### src/rtl/game_sequencer.sv
// ---------------------------------------------------------------------------
// game_sequencer
//
// Top-level game-flow controller for a block-breaker game. It tracks the game
// phase (idle, serve, play, miss, level clear, game over), keeps lives and a
// saturating score, and drives the ball and collision-detector control pulses.
// All outputs are registered and change one pclk after the causing event.
//
// Optional feature (compile-time macro SERVE_AUTO_EN):
//   when defined, SERVE also advances to PLAY after SERVE_FRAMES frame_tick
//   pulses counted from SERVE entry; otherwise frame_tick is ignored.
//
// Ports:
//   pclk        in   system clock, rising edge
//   rst         in   synchronous active-high reset
//   frame_tick  in   one-pclk pulse per video frame
//   start_btn   in   debounced player button (level)
//   ball_y      in   [11:0] current ball top coordinate
//   coll_in     in   collision indication (level)
//   blocks_in   in   [15:0] destroyed-tile bitmap, bit set = tile gone
//   state       out  [2:0] current state code
//   ball_run    out  ball motion enable
//   ball_serve  out  one-cycle pulse: reposition ball at the paddle
//   det_clear   out  one-cycle pulse: clear collision detector bitmap/counters
//   lives       out  [1:0] remaining lives
//   score       out  [15:0] saturating score
//   game_over   out  high while in OVER
// ---------------------------------------------------------------------------
module game_sequencer #(
    parameter int unsigned LIVES_INIT   = 3,
    parameter int unsigned BOTTOM_Y     = 756,
    parameter int unsigned SERVE_FRAMES = 60
) (
    input  logic        pclk,
    input  logic        rst,
    input  logic        frame_tick,
    input  logic        start_btn,
    input  logic [11:0] ball_y,
    input  logic        coll_in,
    input  logic [15:0] blocks_in,
    output logic [2:0]  state,
    output logic        ball_run,
    output logic        ball_serve,
    output logic        det_clear,
    output logic [1:0]  lives,
    output logic [15:0] score,
    output logic        game_over
);

    typedef enum logic [2:0] {
        StIdle  = 3'd0,
        StServe = 3'd1,
        StPlay  = 3'd2,
        StMiss  = 3'd3,
        StClear = 3'd4,
        StOver  = 3'd5
    } state_e;

    state_e      state_q, state_d;
    logic        btn_q, coll_q;
    logic        btn_armed_q;
    logic [1:0]  lives_q, lives_d;
    logic [15:0] score_q, score_d;
    logic        ball_run_q, ball_serve_q, det_clear_q, game_over_q;
    logic        ball_run_d, ball_serve_d, det_clear_d, game_over_d;

    logic        btn_edge, coll_edge;
    logic        auto_go;
    logic        score_clr;
    logic [4:0]  score_inc;
    logic [16:0] score_sum;

    // btn_armed_q stays low while the button is held through reset, so a held
    // button cannot start a game until it has been released once.
    assign btn_edge  = start_btn & ~btn_q & btn_armed_q;
    assign coll_edge = coll_in & ~coll_q;

`ifdef SERVE_AUTO_EN
    logic [7:0] frame_cnt_q, frame_cnt_d;

    assign auto_go = (state_q == StServe) && frame_tick &&
                     (frame_cnt_q == 8'(SERVE_FRAMES - 1));

    always_comb begin
        frame_cnt_d = frame_cnt_q;
        if (state_d == StServe && state_q != StServe) begin
            frame_cnt_d = 8'd0;
        end else if (state_q == StServe && frame_tick) begin
            frame_cnt_d = frame_cnt_q + 8'd1;
        end
    end

    always_ff @(posedge pclk) begin
        if (rst) begin
            frame_cnt_q <= 8'd0;
        end else begin
            frame_cnt_q <= frame_cnt_d;
        end
    end
`else
    logic unused_frame_tick;

    assign auto_go           = 1'b0;
    assign unused_frame_tick = frame_tick ^ (SERVE_FRAMES == 0);
`endif

    always_comb begin
        state_d   = state_q;
        lives_d   = lives_q;
        score_inc = 5'd0;
        score_clr = 1'b0;

        case (state_q)
            StIdle: begin
                if (btn_edge) begin
                    state_d   = StServe;
                    lives_d   = 2'(LIVES_INIT);
                    score_clr = 1'b1;
                end
            end
            StServe: begin
                if (btn_edge || auto_go) begin
                    state_d = StPlay;
                end
            end
            StPlay: begin
                // A collision on the exit cycle is still scored.
                score_inc = {4'd0, coll_edge};
                if (blocks_in == 16'hFFFF) begin
                    state_d   = StClear;
                    score_inc = 5'd16 + {4'd0, coll_edge};
                end else if (ball_y >= 12'(BOTTOM_Y)) begin
                    state_d = StMiss;
                    if (lives_q != 2'd0) begin
                        lives_d = lives_q - 2'd1;
                    end
                end
            end
            StMiss: begin
                // lives already decremented on entry into MISS
                state_d = (lives_q == 2'd0) ? StOver : StServe;
            end
            StClear: begin
                state_d = StServe;
            end
            StOver: begin
                if (btn_edge) begin
                    state_d = StIdle;
                end
            end
            default: begin
                state_d = StIdle;
            end
        endcase

        score_sum = {1'b0, score_q} + {12'd0, score_inc};
        if (score_clr) begin
            score_d = 16'd0;
        end else if (score_sum[16]) begin
            score_d = 16'hFFFF;
        end else begin
            score_d = score_sum[15:0];
        end

        ball_serve_d = (state_d == StServe) && (state_q != StServe);
        det_clear_d  = ((state_q == StIdle) && (state_d == StServe)) ||
                       ((state_d == StClear) && (state_q != StClear));
        ball_run_d   = (state_d == StPlay);
        game_over_d  = (state_d == StOver);
    end

    always_ff @(posedge pclk) begin
        if (rst) begin
            state_q      <= StIdle;
            btn_q        <= 1'b0;
            coll_q       <= 1'b0;
            btn_armed_q  <= ~start_btn;
            lives_q      <= 2'd0;
            score_q      <= 16'd0;
            ball_run_q   <= 1'b0;
            ball_serve_q <= 1'b0;
            det_clear_q  <= 1'b0;
            game_over_q  <= 1'b0;
        end else begin
            state_q      <= state_d;
            btn_q        <= start_btn;
            coll_q       <= coll_in;
            btn_armed_q  <= btn_armed_q | ~start_btn;
            lives_q      <= lives_d;
            score_q      <= score_d;
            ball_run_q   <= ball_run_d;
            ball_serve_q <= ball_serve_d;
            det_clear_q  <= det_clear_d;
            game_over_q  <= game_over_d;
        end
    end

    assign state      = state_q;
    assign ball_run   = ball_run_q;
    assign ball_serve = ball_serve_q;
    assign det_clear  = det_clear_q;
    assign lives      = lives_q;
    assign score      = score_q;
    assign game_over  = game_over_q;

endmodule

### config.mk
export PLATFORM = sky130hd
export DESIGN_NAME = game_sequencer
export DESIGN_NICKNAME = d
export VERILOG_FILES = /design/src/rtl/game_sequencer.sv
export SDC_FILE = /design/constraint.sdc
export NUM_CORES = 1
export LEC_CHECK = 0
export ABC_AREA = 1
export CAP_MARGIN = 20
export CELL_PAD_IN_SITES_DETAIL_PLACEMENT = 0
export CELL_PAD_IN_SITES_GLOBAL_PLACEMENT = 2
export CORE_ASPECT_RATIO = 0.9
export CORE_UTILIZATION = 25
export CTS_CLUSTER_DIAMETER = 40
export DETAILED_ROUTE_END_ITERATION = 16
export HOLD_SLACK_MARGIN = 0.03
export PLACE_DENSITY = 0.88
export SKIP_LAST_GASP = 1
export SYNTH_ARGS = -nofsm -noshare
export SYNTH_HDL_FRONTEND = slang
export SYNTH_SLANG_ARGS = --single-unit
### constraint.sdc
create_clock -name pclk -period 3.3 [get_ports pclk]
set_input_delay 0.495 -clock pclk [delete_from_list [all_inputs] [get_ports pclk]]
set_output_delay 0.495 -clock pclk [all_outputs]
set_load 0.1 [all_outputs]
==> results of run 1 <==
[final cells by class]
| type | count | share of cell area |
|---|---|---|
| sequential | 28 | 0.248 |
| timing repair buffer | 54 | 0.230 |
| multi-input combinational | 163 | 0.395 |
| inverter | 33 | 0.0553 |
| clock buffer | 4 | 0.0243 |
| tap | 87 | 0.0481 |
[worst min-delay path by stage]
stage / start / to / slack [ns]
2_1_floorplan: btn_armed_q / btn_armed_q / 0.42
3_3_place_gp: btn_armed_q / btn_armed_q / 0.44
4_1_cts: btn_armed_q / btn_armed_q / 0.46
3_5_place_dp: btn_armed_q / btn_armed_q / 0.44
6_report: btn_armed_q / btn_armed_q / 0.45
5_1_grt: btn_armed_q / btn_armed_q / 0.51
[worst max-delay path, cell delays in order]
cell and delay [ns]:
clkdlybuf4s50_1 0.45, nand2_1 0.05, nor2_1 0.11, nand2_1 0.11, nor3_2 0.31, ha_1 0.31, nand2_2 0.11, o21bai_4 0.20
nand2_2 0.10, inv_1 0.11, nand2_1 0.06, nand2_1 0.08, nand3_2 0.05, nand2_1 0.06, inv_1 0.04
[state kept, by name (all words and copies together) (netlist names)]
| register | flops |
|---|---|
| ball_run | 1 |
| btn_armed_q | 1 |
| lives | 2 |
| btn_q | 1 |
| state | 3 |
| det_clear | 1 |
| coll_q | 1 |
| game_over | 1 |
| score | 16 |
| ball_serve | 1 |
[power breakdown]
group | switching (µW) | internal (µW)
clock | 110 | 107
sequential | 6.45 | 347
combinational | 87.5 | 55.1
[cell families after synthesis]
| kind of cell | Yosys count |
|---|---|
| buffers and inverters | 35 |
| AND/OR/NAND/NOR | 129 |
| AO/OA/AOI/OAI | 24 |
| flip-flops | 28 |
| XOR/XNOR | 6 |
| adder cells (fa/ha/maj) | 4 |
[cell usage in the layout, fill, tap and decap left out]
cell type        instances
o21ai_0                  5
o21ai_1                  3
nand3_1                 13
nor3_4                   1
nor2_2                   2
clkbuf_8                 4
nor2_1                  28
nand3_2                  4
dfxtp_1                 28
clkinv_2                 1
clkdlybuf4s50_1         46
nor3_1                   6
buf_4                    8
nand2_2                  5
o21a_1                   1
xnor2_1                  3
nand4_1                  1
inv_2                    3
nand3b_1                 4
nand2_1                 57
xor2_1                   3
o211ai_1                 1
nor4_1                   2
nor3b_2                  1
o21bai_4                 1
ha_1                     4
o21ai_4                  1
nor3_2                   3
inv_1                   29
nand3_4                  2
a21oi_1                 12
[routing by layer]
layer | vias up | share of wire | GRT usage | wire, µm
met5 | - | 0 | 0 | 0
li1 | 829 | - | - | -
met2 | 41 | 0.42 | 0.191 | 1620
met3 | 4 | 0.046 | 0.0223 | 175
met4 | 0 | 0.0099 | 0.0300 | 38
met1 | 662 | 0.52 | 0.179 | 1990
[through the flow]
stage,area [µm²],util,hold slack (ns),power (µW),setup slack (ns)
4_1_cts,2260,0.368,0.461,728,0.810
6_report,2260,0.368,0.454,712,0.842
2_1_floorplan,1600,-,0.419,448,0.370
3_3_place_gp,2210,0.359,0.440,505,0.501
3_5_place_dp,2210,0.359,0.443,505,0.506
5_1_grt,2260,0.368,0.514,752,0.584
==> run_results.csv, run 1 <==
group,metric,value,unit
critical_path,r2r_setup_slack,0.87,ns
clocking,clock_latency,0.27,ns
worst_hold_path,hold_class,"flop to flop",
synthesis,yosysWarnings,0,
floorplanning,fp-row-count,27,
clocking,cts_max_level,1,
synthesis,synthArstFlopShare,0,
sta,tns,0,ns
route,wl,3.82,mm
clocking,cts_max_path_buffers,2,
grt,grt_start_max_net_pins,16,
critical_path,timing.rr.end,"score[7]",
synthesis,synth-simple-area-share,0.401,
placed_design,portBuffers,54,
synthesis,synth_cells,226,
placed_design,dp.cells,365,
synthesis,synth_common_cells,"57 x nand2_1, 29 x inv_1, 28 x dfxtp_1, 28 x nor2_1, 13 x nand3_1",
critical_path,arrival,2.64,ns
clocking,path_clk_slew,0.10,ns
synthesis,synth_nets,263,
grt,grt_pass1_wl,6.74,mm
clocking,cts-root-buf,"clkbuf_8",
route,vias_per_cell,4.16,
pwr,ir_worst_vdd,0.156,mV
sta,tightest_slew,0.963,ns
pwr,power.density,315,nW/µm²
floorplanning,core-area,6150,µm²
cells_and_area,fillers,684,
sta,rsz0062_at_grt,"false",
floorplanning,die-area,6720,µm²
job,maxCapViolCount,0,
cells_and_area,final_nets,320,
route,dr.pass1.iters,4,
status,status,"completed",
floorplanning,die_y,77.8,µm
clocking,cts_resized,0,
route,drc,0,
synthesis,ys_seq_area_frac,0.351,
worst_hold_path,hold_path_depth,2,
synthesis,ys.flop_type,"dfxtp_1",
synthesis,synthTopCellsByArea,"dfxtp_1 35%, nand2_1 13%, inv_1 6.8%",
floorplanning,start_util,0.260,
route,first_iter_violations,75,
cells_and_area,multi_input_area,893,µm²
synthesis,syn_avg_cell_area,7.07,µm²
synthesis,netlist.area_leader.share,0.351,
critical_path,crit_type,"input pin to flop",
sta,setup_viol,0,
floorplanning,die_width,86.3,µm
critical_path,endpoint_kind,"flop",
cells_and_area,stdcell_count,369,
route,vias,1536,
floorplanning,num_io_pins,58,
synthesis,synth_edf_count,0,
cells_and_area,regArea,561,µm²
placed_design,gp_congestion,0.752,
synthesis,synthXorXnorAreaFrac,0.0329,
sta,fin_crit_sh,0.745,
clocking,cts_made_buffers,3,
synthesis,synth_top_family_by_area,"simple AND/OR/NAND/NOR gates",
route,ant_nets,0,
clocking,post-cts-setup-buffer-count,0,
synthesis,synth_seq_cells,28,
grt,antenna_found_initial,0,
route,wl_per_cell,10.4,µm
critical_path,required,3.49,ns
critical_path,rr_worst_depth,12,
synthesis,yosys.area.top_type,"dfxtp_1",
grt,grt_pass1_vias,1512,
critical_path,critical_path.endpoint,"score[15]",
clocking,cts_hold_buf,0,
sta,timing.slew.headroom,0.356,
grt,track_usage,0.125,
synthesis,synth_compound_area_frac,0.0940,
clocking,clock_sinks,28,
synthesis,synth_area,1600,µm²
cells_and_area,synthToLayoutAreaGrowth,41.7,%
synthesis,synthMuxAreaShare,0,
grt,grt_remaining_overflow,0,
sta,finalCriticalPeriod,2.46,ns
cells_and_area,drive_gt1_frac,0.128,
sta,hold_violations,0,
critical_path,startpoint,"blocks_in[9]",
synthesis,yosysMostFrequentCell,"nand2_1",
clocking,cts_tree,"yes",
sta,finClkSkew,0.00350,ns
synthesis,yosys.cell_types.count,30,
critical_path,r2r-start,"state[1]",
pwr,leakage,0.000979,µW
synthesis,synthAdderAreaFrac,0.0313,
cells_and_area,antenna_cells,0,
sta,timing.fmax,407,MHz
placed_design,dpl.hpwl,3.05,mm
critical_path,setup.worst_path.start_class,"input pin",
critical_path,cp_max_fo,4,
sta,slew_viol_final,0,
Power figures use the tool's default switching activity.
==> run 2, diff against run 1 <==
--- a/config.mk
+++ b/config.mk
@@ -10,11 +10,11 @@
 export CELL_PAD_IN_SITES_DETAIL_PLACEMENT = 0
 export CELL_PAD_IN_SITES_GLOBAL_PLACEMENT = 2
 export CORE_ASPECT_RATIO = 0.9
-export CORE_UTILIZATION = 25
+export CORE_UTILIZATION = 21
 export CTS_CLUSTER_DIAMETER = 40
 export DETAILED_ROUTE_END_ITERATION = 16
 export HOLD_SLACK_MARGIN = 0.03
-export PLACE_DENSITY = 0.88
+export PLACE_DENSITY = 0.79
 export SKIP_LAST_GASP = 1
 export SYNTH_ARGS = -nofsm -noshare
 export SYNTH_HDL_FRONTEND = slang
==> constraint.sdc (replaced) <==
create_clock -name pclk -period 2.2 [get_ports pclk]
set_input_delay 0.33 -clock pclk [delete_from_list [all_inputs] [get_ports pclk]]
set_output_delay 0.33 -clock pclk [all_outputs]
set_load 0.1 [all_outputs]
==> run_results.csv, run 2 (synthesis gave the netlist of run 1 again) <==
group,metric,value,unit
status,status,"completed",
floorplanning,num_io_pins,58,
route,dr.pass1.iters,4,
critical_path,required,2.44,ns
floorplanning,start_util,0.221,
placed_design,placed_area,2300,µm²
cells_and_area,final_common_cell,"nand2_1",
clocking,cts-root-buf,"clkbuf_8",
cells_and_area,final_nets,337,
clocking,path_clk_slew,0.11,ns
route,first_iter_violations,68,
grt,track_usage,0.111,
floorplanning,fp-row-count,29,
sta,timing.slew.headroom,0.728,
critical_path,crit_type,"flop to flop",
critical_path,cpPeakStageDelay,0.37,ns
cells_and_area,drive_gt1_frac,0.264,
grt,grt_pass1_wl,6.95,mm
floorplanning,die_y,84.8,µm
route,vias,1620,
cells_and_area,stdcell_count,392,
route,vias_per_cell,4.13,
worst_hold_path,hold_class,"flop to flop",
sta,fin_crit_sh,0.913,
critical_path,cp_max_fo,6,
cells_and_area,final_cell_mix,"57 x nand2_1, 40 x buf_4, 29 x clkdlybuf4s50_1, 28 x nor2_1, 27 x inv_1",
cells_and_area,largest_reg_flops,16,
critical_path,setup.worst_path.start_class,"flop",
critical_path,worstPathCellList,"nor3_4, inv_2, nor3_4, ha_2, ha_4, nand3_4, o21ai_4, nand3_2, nand3_2, nand2_1, inv_1",
clocking,cts_max_level,1,
cells_and_area,antenna_cells,0,
sta,rsz0062_at_grt,"true",
cells_and_area,final_cell_area,2420,µm²
job,maxCapViolCount,0,
route,wl,4.32,mm
critical_path,endpoint_kind,"flop",
sta,slew_viol_final,0,
sta,finClkSkew,0.00563,ns
grt,grt_start_max_net_pins,16,
sta,timing.fmax,498,MHz
sta,finalCriticalPeriod,2.01,ns
placed_design,dpl.hpwl,3.44,mm
placed_design,dp.cells,383,
floorplanning,die_width,93.9,µm
placed_design,portBuffers,54,
route,drc,0,
clocking,cts_max_path_buffers,2,
critical_path,cpMaxStageDelayCell,"dfxtp_4",
cells_and_area,synthToLayoutAreaGrowth,51.7,%
placed_design,gp_congestion,0.759,
grt,antenna_found_initial,0,
clocking,cts_tree,"yes",
pwr,ir_worst_vdd,0.235,mV
critical_path,crit_family,"simple AND/OR/NAND/NOR gates",
sta,setup_viol,0,
grt,grt_pass1_vias,1499,
route,ant_nets,0,
critical_path,crit_buf_inv,2,
critical_path,arrival,2.25,ns
clocking,clock_latency,0.28,ns
cells_and_area,fillers,777,
clocking,cts_made_buffers,3,
grt,grt_remaining_overflow,0,
pwr,leakage,0.00110,µW
sta,tightest_slew,0.405,ns
floorplanning,die-area,7960,µm²
floorplanning,core-area,7220,µm²
route,wl_per_cell,11.0,µm
sta,hold_violations,0,
clocking,clock_sinks,28,
pwr,power.density,438,nW/µm²
-- run 2: tightest hold or removal path, cell delays in order (launching register included) --
cell,delay [ns]
dfxtp_1,0.32
nand2_1,0.06
nand2_1,0.04
-- run 2: per-layer routing --
metal / vias up / GRT usage / share of wire
met4: 0 / 0.0378 / 0.012
met1: 715 / 0.160 / 0.53
met3: 4 / 0.0163 / 0.041
li1: 873 / - / -
met5: - / 0 / 0
met2: 28 / 0.166 / 0.42
-- run 2: cell type report --
cell class | count | area, µm² | share of cell area
Clock buffer | 3 | 41.3 | 0.0170
Clock inverter | 1 | 3.75 | 0.00155
Multi-Input combinational cell | 164 | 962 | 0.397
Sequential cell | 28 | 571 | 0.235
Inverter | 33 | 128 | 0.0527
Timing Repair Buffer | 70 | 602 | 0.248
Tap cell | 93 | 116 | 0.0480
-- run 2: path summary, 6_finish.rpt --
path	from	endpoint	slack (ns)	depth (start not counted)
hold / removal	btn_armed_q	btn_armed_q	0.45	2
hold reg to reg	btn_armed_q	btn_armed_q	0.45	2
setup / recovery	state[0]	score[13]	0.19	11
setup reg to reg	state[0]	score[13]	0.19	11
-- run 2: timing repair --
item / 4_1_cts / 5_1_grt
buffers inserted: 0 / 4
gates resized for setup: 0 / 7
hold buffers: 0 / 0
endpoints found under the setup margin: 0 / 11
-- run 2: stage by stage --
stage | TNS (ns) | setup slack (ns) | util | total power [µW] | hold slack [ns]
after floorplan | 0 | 0.0185 | - | 674 | 0.399
after global placement | -1.90 | -0.201 | 0.319 | 765 | 0.434
after detailed placement | -2.04 | -0.213 | 0.319 | 765 | 0.441
after CTS | 0 | 0.0828 | 0.325 | 1060 | 0.461
after global routing | -0.00610 | -0.00610 | 0.336 | 1110 | 0.491
final | 0 | 0.192 | 0.336 | 1060 | 0.454
-- run 2: report_power, final --
part,leakage [µW],total [µW],internal [µW],switching [µW]
logic,0.000845,229,90.8,138
registers,0.000230,529,520,9.88
clock network,0.0000231,302,126,176
==> run 3, diff against run 2 <==
--- a/config.mk
+++ b/config.mk
@@ -16,6 +16,7 @@
 export HOLD_SLACK_MARGIN = 0.03
 export PLACE_DENSITY = 0.79
 export SKIP_LAST_GASP = 1
+export SLEW_MARGIN = 10
 export SYNTH_ARGS = -nofsm -noshare
 export SYNTH_HDL_FRONTEND = slang
 export SYNTH_SLANG_ARGS = --single-unit
==> results of run 3 <==
Final layout, timing and power as in run 2 (identical DEF).
